[config.mk]
export PLATFORM = sky130hd
export DESIGN_NAME = add32_seq
export DESIGN_NICKNAME = d
export VERILOG_FILES = /design/src/rtl/add32_seq.sv
export SDC_FILE = /design/constraint.sdc
export NUM_CORES = 1
export LEC_CHECK = 0
export ABC_AREA = 1
export CORE_MARGIN = 2
export CORE_UTILIZATION = 38
export CTS_CLUSTER_DIAMETER = 200
export CTS_CLUSTER_SIZE = 24
export DETAILED_ROUTE_END_ITERATION = 7
export GPL_ROUTABILITY_DRIVEN = 0
export PLACE_DENSITY_LB_ADDON = 0.08
export SYNTH_ARGS = -nofsm -noshare
export SYNTH_HDL_FRONTEND = slang
export SYNTH_SLANG_ARGS = --single-unit
[constraint.sdc]
create_clock -name clk -period 2.75 [get_ports clk]
set_input_delay 0.275 -clock clk [delete_from_list [all_inputs] [get_ports clk]]
set_output_delay 0.275 -clock clk [all_outputs]
set_load 0.03 [all_outputs]
[src/rtl/add32_seq.sv]
// add32_seq: 32-bit add/sub over eight steps of one shared cla4 slice; ADD32_SEQ_SUB_EN enables subtract
module cla4 (
  input  logic [3:0] a,
  input  logic [3:0] b,
  input  logic       ci,
  output logic [3:0] s,
  output logic       co
);
  logic [3:0] g, p;
  logic [4:0] c;
  assign g = a & b;
  assign p = a ^ b;
  assign c[0] = ci;
  assign c[1] = g[0] | p[0] & ci;
  assign c[2] = g[1] | p[1] & g[0] | p[1] & p[0] & ci;
  assign c[3] = g[2] | p[2] & g[1] | p[2] & p[1] & g[0] | p[2] & p[1] & p[0] & ci;
  assign c[4] = g[3] | p[3] & g[2] | p[3] & p[2] & g[1] | p[3] & p[2] & p[1] & g[0]
              | p[3] & p[2] & p[1] & p[0] & ci;
  assign s  = p ^ c[3:0];
  assign co = c[4];
endmodule

module add32_seq (
  input  logic        clk,
  input  logic        reset,
  input  logic        start,
  input  logic        op_sub,
  input  logic [31:0] a,
  input  logic [31:0] b,
  output logic        busy,
  output logic        done,
  output logic [31:0] s,
  output logic        co,
  output logic        ovf
);
  typedef enum logic {IDLE, CALC} state_t;
  state_t state, state_n;
  logic [31:0] a_r, b_r;
  logic        c_r, sub, nc;
  logic [2:0]  cnt;
  logic [4:0]  base;
  logic [3:0]  ns;
`ifdef ADD32_SEQ_SUB_EN
  assign sub = op_sub;
`else
  assign sub = op_sub & 1'b0;
`endif
  assign base = {cnt, 2'b00};
  cla4 u_cla4 (.a(a_r[base+:4]), .b(b_r[base+:4]), .ci(c_r), .s(ns), .co(nc));
  always_ff @(posedge clk)
    state <= reset ? IDLE : state_n;
  always_comb begin
    state_n = state;
    if (state == IDLE && start) state_n = CALC;
    if (state == CALC && cnt == 3'd7) state_n = IDLE;
  end
  always_ff @(posedge clk) begin
    if (reset) begin
      a_r  <= '0;
      b_r  <= '0;
      c_r  <= 1'b0;
      cnt  <= '0;
      busy <= 1'b0;
      done <= 1'b0;
      s    <= '0;
      co   <= 1'b0;
      ovf  <= 1'b0;
    end else begin
      done <= 1'b0;
      if (state == IDLE) begin
        if (start) begin
          a_r  <= a;
          b_r  <= sub ? ~b : b;
          c_r  <= sub;
          cnt  <= '0;
          busy <= 1'b1;
        end
      end else begin
        s[base+:4] <= ns;
        c_r        <= nc;
        cnt        <= cnt + 3'd1;
        if (cnt == 3'd7) begin
          co   <= nc;
          ovf  <= (a_r[31] == b_r[31]) & (ns[3] != a_r[31]);
          busy <= 1'b0;
          done <= 1'b1;
        end
      end
    end
  end
endmodule

# After elaboration in Yosys (flattened, before gate mapping)
# Cells that the tools add are included.
# W data, S select, Z words.
# classes
eq_ne	4
bitwise_logic	31
n_reduce_logical	8
shift	4
n_addsub	2
order_cmp	0
n_mux	9
div	0
multipliers	0
# ops
operator	n
$shiftx A32 B6 Y4	2
$bwmux W32	1
$shift A4 B7 Y32 const A	1
$shiftx A4 B7 Y32	1
$and A1 B1 Y1	17
$or A1 B1 Y1	10
$xor A4 B4 Y4	2
$neg A5 Y7	1
$mux W1	6
$mux W3	2
$reduce_and A2 Y1	3
$and A4 B4 Y4	1
$reduce_or A2 Y1	2
$add A3 B1 Y3 const B	1
$eq A3 B3 Y1 const B	1
$logic_and A1 B1 Y1	2
$ne A2 B1 Y1 const B	1
$reduce_bool A2 Y1	1
$eq A1 B1 Y1	1
$ne A1 B1 Y1	1
$not A1 Y1	1
# totals
reg_bits	105
memories	0
romBits	0
inputBits	68
latchBits	0
mem_bits_rw	0
word_cells	68

# Depth between registers and ports, before layout
# Gate-level depths: netlist (run 1).
# logic_depth
word_depth	9
mapped_depth	16
ltp_nobuf	14

# Hierarchy
# From an unflattened synthesis (run 1), not the netlist that was laid out.
# hier_totals
hier_cells	704
hier_area_um2	4847.1
# modules_own_cells
module	seq_area_each_um2	area_each_um2	cells_each	n_inst
add32_seq	2102.0	4673.2	677	1
cla4	0.0	173.9	27	1

# Least setup slack after synthesis (run 1)
# No wires, ideal clock.
# synth_path
path_type	reg2reg
start	register cnt[0]
end	register ovf
path_buffers	2
setup_time_ps	58
synth_period_minus_slack_ps	2130
stages_incl_launch_ff	15
t_arrival_ps	2072
slack_ps	620
cell_sequence	dfxtp_1 > buf_6 > clkbuf_1 > o21ai_0 > o22ai_1 > nor2_1 > nor2_1 > ha_1 > nand3_1 > nand3_1 > nand2_1 > nand2_1 > nand2_1 > nand3_1 > nand2_1
# synth_via
elab_chain_len	9
word_cells_on_any_way	17
# synth_lines
element	line	rtl
start, declared	40	logic [2:0] cnt;
start signal, assigned	81	cnt <= cnt + 3'd1;
$shiftx A32 B6 Y4	49	cla4 u_cla4 (.a(a_r[base+:4]), .b(b_r[base+:4]), .ci(c_r), .s(ns), .co(nc));
$xor A4 B4 Y4 or $and A4 B4 Y4 (tied branches)	12, 11	
$and A1 B1 Y1	16	assign c[3] = g[2] | p[2] & g[1] | p[2] & p[1] & g[0] | p[2] & p[1] & p[0] & ci;
$or A1 B1 Y1 or $and A1 B1 Y1 (tied branches) (2 in series)	16	
$or A1 B1 Y1	16	
$xor A4 B4 Y4	19	assign s = p ^ c[3:0];
$ne A1 B1 Y1	84	ovf <= (a_r[31] == b_r[31]) & (ns[3] != a_r[31]);
$and A1 B1 Y1	84	
end signal, assigned	84	
end, declared	34	output logic ovf
# Parallel ways exist; a longest one is shown, timed or not.
# A chain may end at the register's enable or synchronous reset.

# Worst setup path after layout (run 1)
# layout_path
start	register cnt[0]
end	register s[26]
# layout_via
elab_chain_len	9
word_cells_on_any_way	24
# layout_lines
element	line	rtl
$shiftx A32 B6 Y4	49	
$xor A4 B4 Y4 or $and A4 B4 Y4 (tied branches)	12, 11	
$and A1 B1 Y1	16	
$or A1 B1 Y1 or $and A1 B1 Y1 (tied branches) (2 in series)	16	
$or A1 B1 Y1	16	
$xor A4 B4 Y4	19	
$shiftx A4 B7 Y32	79	s[base+:4] <= ns;
$bwmux W32 *	79	
end signal, assigned by index	79	
end, declared	32	output logic [31:0] s,
# Every way passes the cells marked *; elsewhere a longest branch is shown, timed or not.

==> results.md, run 1 <==
- The largest individual stage delay along the critical path comes from the cell sky130_fd_sc_hd__dfxtp_1.
- The H-tree depth is 3.
- The remaining global-route overflow is 0.
- After Yosys synthesis, full adders, half adders and majority gates account for under 10% of the synthesized area.
- The setup slack of the worst register-to-register path is between 0.2 and 0.3 ns.
- For this run, the slowest stage of the critical path takes around 0.4 ns.
- The detailed-route DRC error count is 0.
- Across all setup checks in the final design, the least slack found is 0.278 ns.
- Setup repair after global routing left no endpoint under its margin.
- The total power draw is 3.62 mW.
- The register bit total from synthesis is 105.
- The die covers ~0.013 sq mm.
- The smallest clock period supported by the final layout is computed as about 2.5 ns.
- In this run the horizontal extent of the chip is roughly 110 microns.
- The final cell count without fillers is between 800 and 900.
- For this run, the share of the core covered by cells in the final layout is roughly half.
- The leakage component of the power is roughly 2.5 nW.
- Across the routed clock network, the largest skew measured is slightly above 0.008 ns.
- The number of buffers inserted during clock tree synthesis is 9.
- The count of pins on the block boundary is ~100.
- The die height is between 100 and 150 microns.
- The worst setup path is captured at a register.
- The signal on the critical path passes through buf_6, o21ai_0, o22ai_1, nor2_1, nor2_1, ha_1, a21oi_1, nand3b_1, nand2_1, inv_1, nor2_1, nor2_1.
- Of the synthesized area, sequential elements account for a little under half.
- Dividing total power by cell area gives a power density of ~610 mW/mm^2.
- After detailed routing, the total wire length is 11.5 mm.
- The maximum clock rate is about 400 MHz.
- For this run, the number of Yosys warnings is 0.
- The worst path required time is around 3.0 ns.
- The arrival time at the worst endpoint is around 2.7 ns.
- The per-cell via count in the routed design is slightly below 5.
- The cell that appears most often on the critical path is sky130_fd_sc_hd__nor2_1.
- The master cell of the clock root buffer is sky130_fd_sc_hd__clkbuf_16.
- The final hold violation count was 0.
- The max-capacitance violation count is 0.
- The number of DRC violations after detailed-routing iteration 0 is about 240.
- The cell area after synthesis is about 0.0045 sq mm.
- The clock insertion delay at the later pin of the skew report is 0.34 ns.
- The critical path is of the register to register type.
- The path class of the tightest hold or removal check is register to register.
- The number of detailed-route iterations in the first pass is 4.
- The core region is approximately 0.011 sq mm.
- The number of core rows is 39.
- The post-placement setup slack is 0.176 ns.
- The number of library cell types mapped by synthesis is 30.
- The number of pins with negative max-slew slack in the final report came to 0.
- The final non-filler cell area is 0.00593 sq mm.
- The number of hold buffers added after CTS was 0.
- The clock slew seen by the registers of the worst setup and hold paths is 0.07 ns.
- The proportion of synthesized area in mux cells is 0%.
- The post-CTS setup buffer count is 0.
- The setup violation total in the final timing report is 0.
- The tightest hold path in the finished design has a slack of 0.477 ns.
- The maximum number of pins on one net before global-route repair is 67.
- In the global route stage, overall resource usage came out at around 18%.
- The quantity of gates resized following cts is 0.
- The routed wire length per instance is between 10 and 15 microns.
- After the last flow step, the layout net total stands at 776.
- The complex-gate fraction of the synthesized area is roughly a fifth.
- The worst reg2reg path depth is 12.
- At the pin with the least slew margin, the transition time is ~0.59 ns.
- During placement, the flow inserted port buffers numbering between 100 and 150.
- In this run the worst setup path terminates at s[26].
- The capture instance of the worst register-to-register path is s[26].
- Adding up every negative setup slack in the final design gives 0 ns.
- The TritonCTS sink count is approximately 110.
- The synthesized netlist devotes about a quarter of its cell area to simple gates.
- The via count of the first global-routing pass is 3980.
- The maximum buffer depth of the clock tree is 2.
- The area growth from synthesis to layout is 32.3%.
- The post-detailed-placement cell area is ~0.0056 sq mm.
- The HPWL after detailed placement is approximately 7.8 mm.
- Once the floorplan was initialized, standard cells occupied 39.1% of the core.
- The number of antenna violations at the first check in global routing was 0.
- The maximum fanout along the worst path is 28.
- After layout, the worst path uses 89.9% of the clock period.
- The fraction of final layout cells sized beyond drive strength 1 is 6.42%.
- The combinational family with the most area after synthesis is simple AND/OR/NAND/NOR gates.
- Counting every net in the synthesized netlist gives 688.
- The startpoint of the worst register-to-register path is cnt[0].
- After synthesis, the mean cell area works out to 7.35 sq um.
- Tracing the worst setup path back leads to its startpoint at cnt[0].
- The synthesized netlist cell count is 610.
- The fraction of synthesized cell area in xor and xnor cells is less than 1%.
- TritonCTS built the clock tree.
- The diode insertion count for antenna repair is 0.
- The first-pass GRT wire length is about 19 mm.
- Across all layers, the routed design uses about 4200 vias.
- Including well taps, the total number of placed cells is between 800 and 900.
- The headroom to the max-slew limit is 60.7%.
- The flow ran to the end, and the final reports show no timing, DRC or antenna violations.
- VDD sags by at most between 300 and 400 uV.
- STA classifies the critical path startpoint as a register.
- The residual antenna-violating net count after detailed routing is 0.
[cell usage after synthesis (all sizes together)]
library cell,count,area [sq um]
fa,1,20.0
a21oi,24,120
buf,10,66.3
nand3b,1,7.51
o21ai,125,626
or2,1,6.26
nand4,2,12.5
clkbuf,25,93.8
nor3,7,91.3
nand2,39,146
nand3,11,65.1
a211oi,2,20.0
nor2,207,785
xor2,1,8.76
o21a,1,7.51
o22ai,16,100
dfxtp,105,2100
inv,22,85.1
a22o,1,8.76
ha,9,113
[flip-flops by register name (all words and copies together) (netlist names)]
register / count
ovf: 1
co: 1
c_r: 1
cnt: 3
s: 32
state: 1
busy: 1
a_r: 32
b_r: 32
done: 1
[report_power, final]
part / internal (mW) / total [mW] / switching, mW
registers: 1.61 / 1.66 / 0.0503
logic: 0.268 / 0.679 / 0.411
clock network: 0.724 / 1.28 / 0.554
total: 2.60 / 3.62 / 1.02
[layout make-up]
type	instances	area [sq um]
Sequential cell	105	2100
Clock inverter	4	53.8
Multi-Input combinational cell	448	2140
Fill cell	1143	5530
Timing Repair Buffer	112	1120
Clock buffer	10	239
Inverter	22	90.1
Tap cell	143	179
[worst max-delay path: cells and delay by family, from the launching register on]
family	cells	cell delay, ns
AOI/OAI and AO/OA	3	0.53
adders and majority gates	1	0.31
buffers and inverters	2	0.35
DFF	1	0.41
and+or+nand+nor	6	0.75
[cell families after synthesis]
group           Yosys count
xor+xnor                  1
compound gates          169
flops                   105
simple gates            268
fa+ha+maj                10
buf+inv                  57
[how the worst min path moves through the flow]
stage          start      end  slack (ns)  cells after the start
4_1_cts          ovf      ovf        0.47                      2
2_1_floorplan  a[10]  a_r[10]        0.41                      2
3_3_place_gp   s[29]    s[29]        0.46                      1
3_5_place_dp     ovf      ovf        0.46                      2
6_report         ovf      ovf        0.48                      2
5_1_grt          ovf      ovf        0.48                      2
[per-layer routing]
layer	wire length, microns	vias to the layer above	GRT usage [%]
met5	0	-	0
met4	49	0	4.15
li1	-	2189	-
met1	5430	1892	24.1
met3	564	2	4.21
met2	5420	92	30.5
[cells in the final DEF (no fill, tap or decap), drive strengths merged, types with 7 or more instances in the layout]
cell             n
o22ai           16
a21oi           24
dfxtp          105
clkdlybuf4s50  102
nand2           39
inv             23
nor3             7
nand3           11
clkbuf          10
nor2           207
o21ai          125
ha               9
buf             10
Power figures use the tool's default switching activity.
==> inputs of run 2 (changes only) <==
--- a/config.mk
+++ b/config.mk
@@ -13,6 +13,7 @@
 export DETAILED_ROUTE_END_ITERATION = 7
 export GPL_ROUTABILITY_DRIVEN = 0
 export PLACE_DENSITY_LB_ADDON = 0.08
+export SLEW_MARGIN = 10
 export SYNTH_ARGS = -nofsm -noshare
 export SYNTH_HDL_FRONTEND = slang
 export SYNTH_SLANG_ARGS = --single-unit
==> results of run 2 <==
Final layout, timing and power as in run 1 (identical DEF).
==> inputs of run 3 (changes only) <==
--- a/config.mk
+++ b/config.mk
@@ -7,7 +7,7 @@
 export LEC_CHECK = 0
 export ABC_AREA = 1
 export CORE_MARGIN = 2
-export CORE_UTILIZATION = 38
+export CORE_UTILIZATION = 50
 export CTS_CLUSTER_DIAMETER = 200
 export CTS_CLUSTER_SIZE = 24
 export DETAILED_ROUTE_END_ITERATION = 7
==> results.md, run 3 (synthesis results as in run 1) <==
- The H-tree depth came to 3 (unchanged).
- The initial core utilization is 51.4% (+12 points).
- The layout filler cell count is 790 (-31%).
- The final hold violation count is 0 (unchanged).
- The floorplan die width is 98.7 microns (-12%).
- The clock insertion delay at the later pin of the skew report is 0.36 ns (+0.02 ns).
- The areal power density over the cells is 566 mW/mm^2 (-7.2%).
- Grouping stages by cell kind, the critical path spends the most delay in compound AO/OA/AOI/OAI gates.
- The number of core rows is 34 (-13%).
- The total power draw is 3.27 mW (-9.5%).
- The max-capacitance violation count came to 0 (unchanged).
- The critical path depth came to 11 (-1).
- The headroom to the max-slew limit was 61.4% (+0.68 points).
- The synthesis-to-layout area growth is 29.1%.
- The minimum clock period after layout is 2.47 ns (-0.00417 ns).
- The fraction of final layout cells sized beyond drive strength 1 came to 6.55% (+0.13 points).
- The TritonCTS clock tree is built.
- The number of buffers inserted during clock tree synthesis is 9 (unchanged).
- The total number of nets in the final design is 775 (-0.13%).
- The arrival time at the worst endpoint is 2.77 ns (+0.06 ns).
- The peak ir drop on the vdd network was 269 uV (-23%).
- The path type of the worst setup path is register to register.
- The combined flip-flop and latch cell area is 0.00210 sq mm (about the same).
- The routed wire length per instance is 13.5 microns (-0.87%).
- The die outline area came to 0.00974 sq mm (-23%).
- The global router's overall resource usage was 22.6% (+4.3 points).
- The post-CTS setup buffer count is 0 (unchanged).
- The maximum clock rate came to 405 MHz (+0.17%).
- The quantity of gates resized following cts is 0 (unchanged).
- The clock slew seen by the registers of the worst setup and hold paths is 0.09 ns (+0.02 ns).
- The library cell used most frequently in the layout, excluding fill and tap cells, is sky130_fd_sc_hd__nor2_1.
- The longest individual stage delay on the worst path came to 0.40 ns (about the same).
- The post-detailed-placement cell area is 0.00558 sq mm (-0.91%).
- STA classifies the critical path endpoint as a register.
- The run finished with clean final reports.
- The via count of the first global-routing pass is 4080 (+2.5%).
- Walking the worst path, the cells encountered are inv_2, buf_4, o21ai_0, o22ai_1, nor2_1, nor2_2, fa_1, xor2_1, inv_1, a21oi_1, o21a_1.
- In the final layout, the registers with the most flip-flops are a_r (32), b_r (32), s (32).
- The remaining global-route overflow is 0 (unchanged).
- The final worst clock skew is 0.0132 ns (+0.00508 ns).
- The number of input and output port buffers inserted is 102 (unchanged).
- The per-cell via count in the routed design came to 5.29 (+7.0%).
- The maximum buffer depth of the clock tree was 2 (unchanged).
- The TritonCTS sink count is 105 (unchanged).
- In this run the most critical hold path is launched from s[29].
- The diode insertion count for antenna repair is 0 (unchanged).
- The cell count of the worst hold path is 1 (-1).
- The slew at the pin closest to its max-slew limit is 0.579 ns (-0.0102 ns).
- The detailed-route DRC error count was 0 (unchanged).
- The setup violation total in the final timing report is 0 (unchanged).
- The first-pass GRT wire length is 18.2 mm (-3.6%).
- The residual antenna-violating net count after detailed routing is 0 (unchanged).
- The worst register-to-register path ends at s[29].
- The number of detailed-route iterations in the first pass is 7 (+3).
- The core area came to 0.00872 sq mm (-24%).
- STA classifies the critical path startpoint as a register.
- The top cell types in the final layout, fill and taps aside, are sky130_fd_sc_hd__nor2_1, sky130_fd_sc_hd__o21ai_0, sky130_fd_sc_hd__dfxtp_1, sky130_fd_sc_hd__clkdlybuf4s50_1, sky130_fd_sc_hd__nand2_1.
- The setup TNS is 0 ns (unchanged).
- The count of pins on the block boundary is 104 (unchanged).
- The number of antenna violations at the first check in global routing is 0 (unchanged).
- The area of the multi-input gates came to 0.00215 sq mm (+0.12%).
- The slowest stage of the critical path is the sky130_fd_sc_hd__xor2_1 cell.
- Setup repair after global routing left no endpoint under its margin.
- The HPWL after detailed placement is 7.73 mm (-1.5%).
- The total number of vias was 4288 (+2.7%).
- The hold buffer count at CTS is 0 (unchanged).
- The number of pins with negative max-slew slack in the final report was 0 (unchanged).
- The post-placement setup slack is 0.277 ns (+0.100 ns).
- The total detailed-routing wirelength is 10.9 mm (-4.9%).
- The share of the cycle needed by the critical path after routing is 89.7% (-0.15 points).
- The number of buffer and inverter stages on the critical path is 3 (+1).
- The final non-filler cell area came to 0.00579 sq mm (-2.5%).
- The startpoint of the worst register-to-register path is cnt[0].
- The master cell of the clock root buffer is sky130_fd_sc_hd__clkbuf_8.
- The maximum fanout along the worst path was 14 (-50%).
- The die height is 98.7 microns (-12%).
- The type of the worst min-delay path is register to register.
- The number of DRC violations after detailed-routing iteration 0 is 220 (-6.4%).
- The maximum number of pins on one net before global-route repair is 67 (unchanged).
- The worst reg2reg path depth came to 11 (-1).
- The leakage component of the power is 2.43 nW (-1.9%).
- The worst path required time was 3.05 ns (+0.07 ns).
- The setup slack of the worst register-to-register path is 0.28 ns (about the same).
- The path with the worst hold slack has its endpoint at s[29].
- The final worst setup slack is 0.282 ns (+0.00417 ns).
[run 3: worst max-delay path by stage]
stage	slack, ns	start	to
2_1_floorplan	0.62	cnt[0]	ovf
3_3_place_gp	0.35	cnt[0]	ovf
3_5_place_dp	0.28	cnt[1]	ovf
4_1_cts	0.23	cnt[1]	ovf
5_1_grt	0.02	cnt[0]	ovf
6_report	0.28	cnt[0]	s[29]
[run 3: power by group]
part	total (mW)	switching [mW]	internal, mW	leakage (nW)
Clock	0.954	0.507	0.447	0.0985
Sequential	1.66	0.0493	1.61	0.862
Combinational	0.663	0.403	0.260	1.47
[run 3: per-layer routing]
metal | global-route usage, % | part of all wire (%) | up-vias
met5 | 0 | 0 | -
met3 | 3.26 | 5.1 | 13
met2 | 40.1 | 49 | 129
met1 | 28.6 | 44 | 1959
li1 | - | - | 2187
met4 | 6.43 | 1.4 | 0
[run 3: cell type report]
cell class                 count  share of cell area (%)
clock buffer                  10                    2.38
clock inverter                 6                    1.17
inverter                      22                    1.47
multi-input combinational    448                    37.1
sequential                   105                    36.3
tap                          108                    2.33
timing repair buffer         111                    19.2
[run 3: metrics by stage]
stage,std cells,util [%],hold slack (ns)
after detailed placement,794,64.0,0.465
after global placement,794,64.0,0.458
after global routing,810,66.4,0.484
after floorplan,610,-,0.410
after CTS,810,66.3,0.484
final,810,66.4,0.481
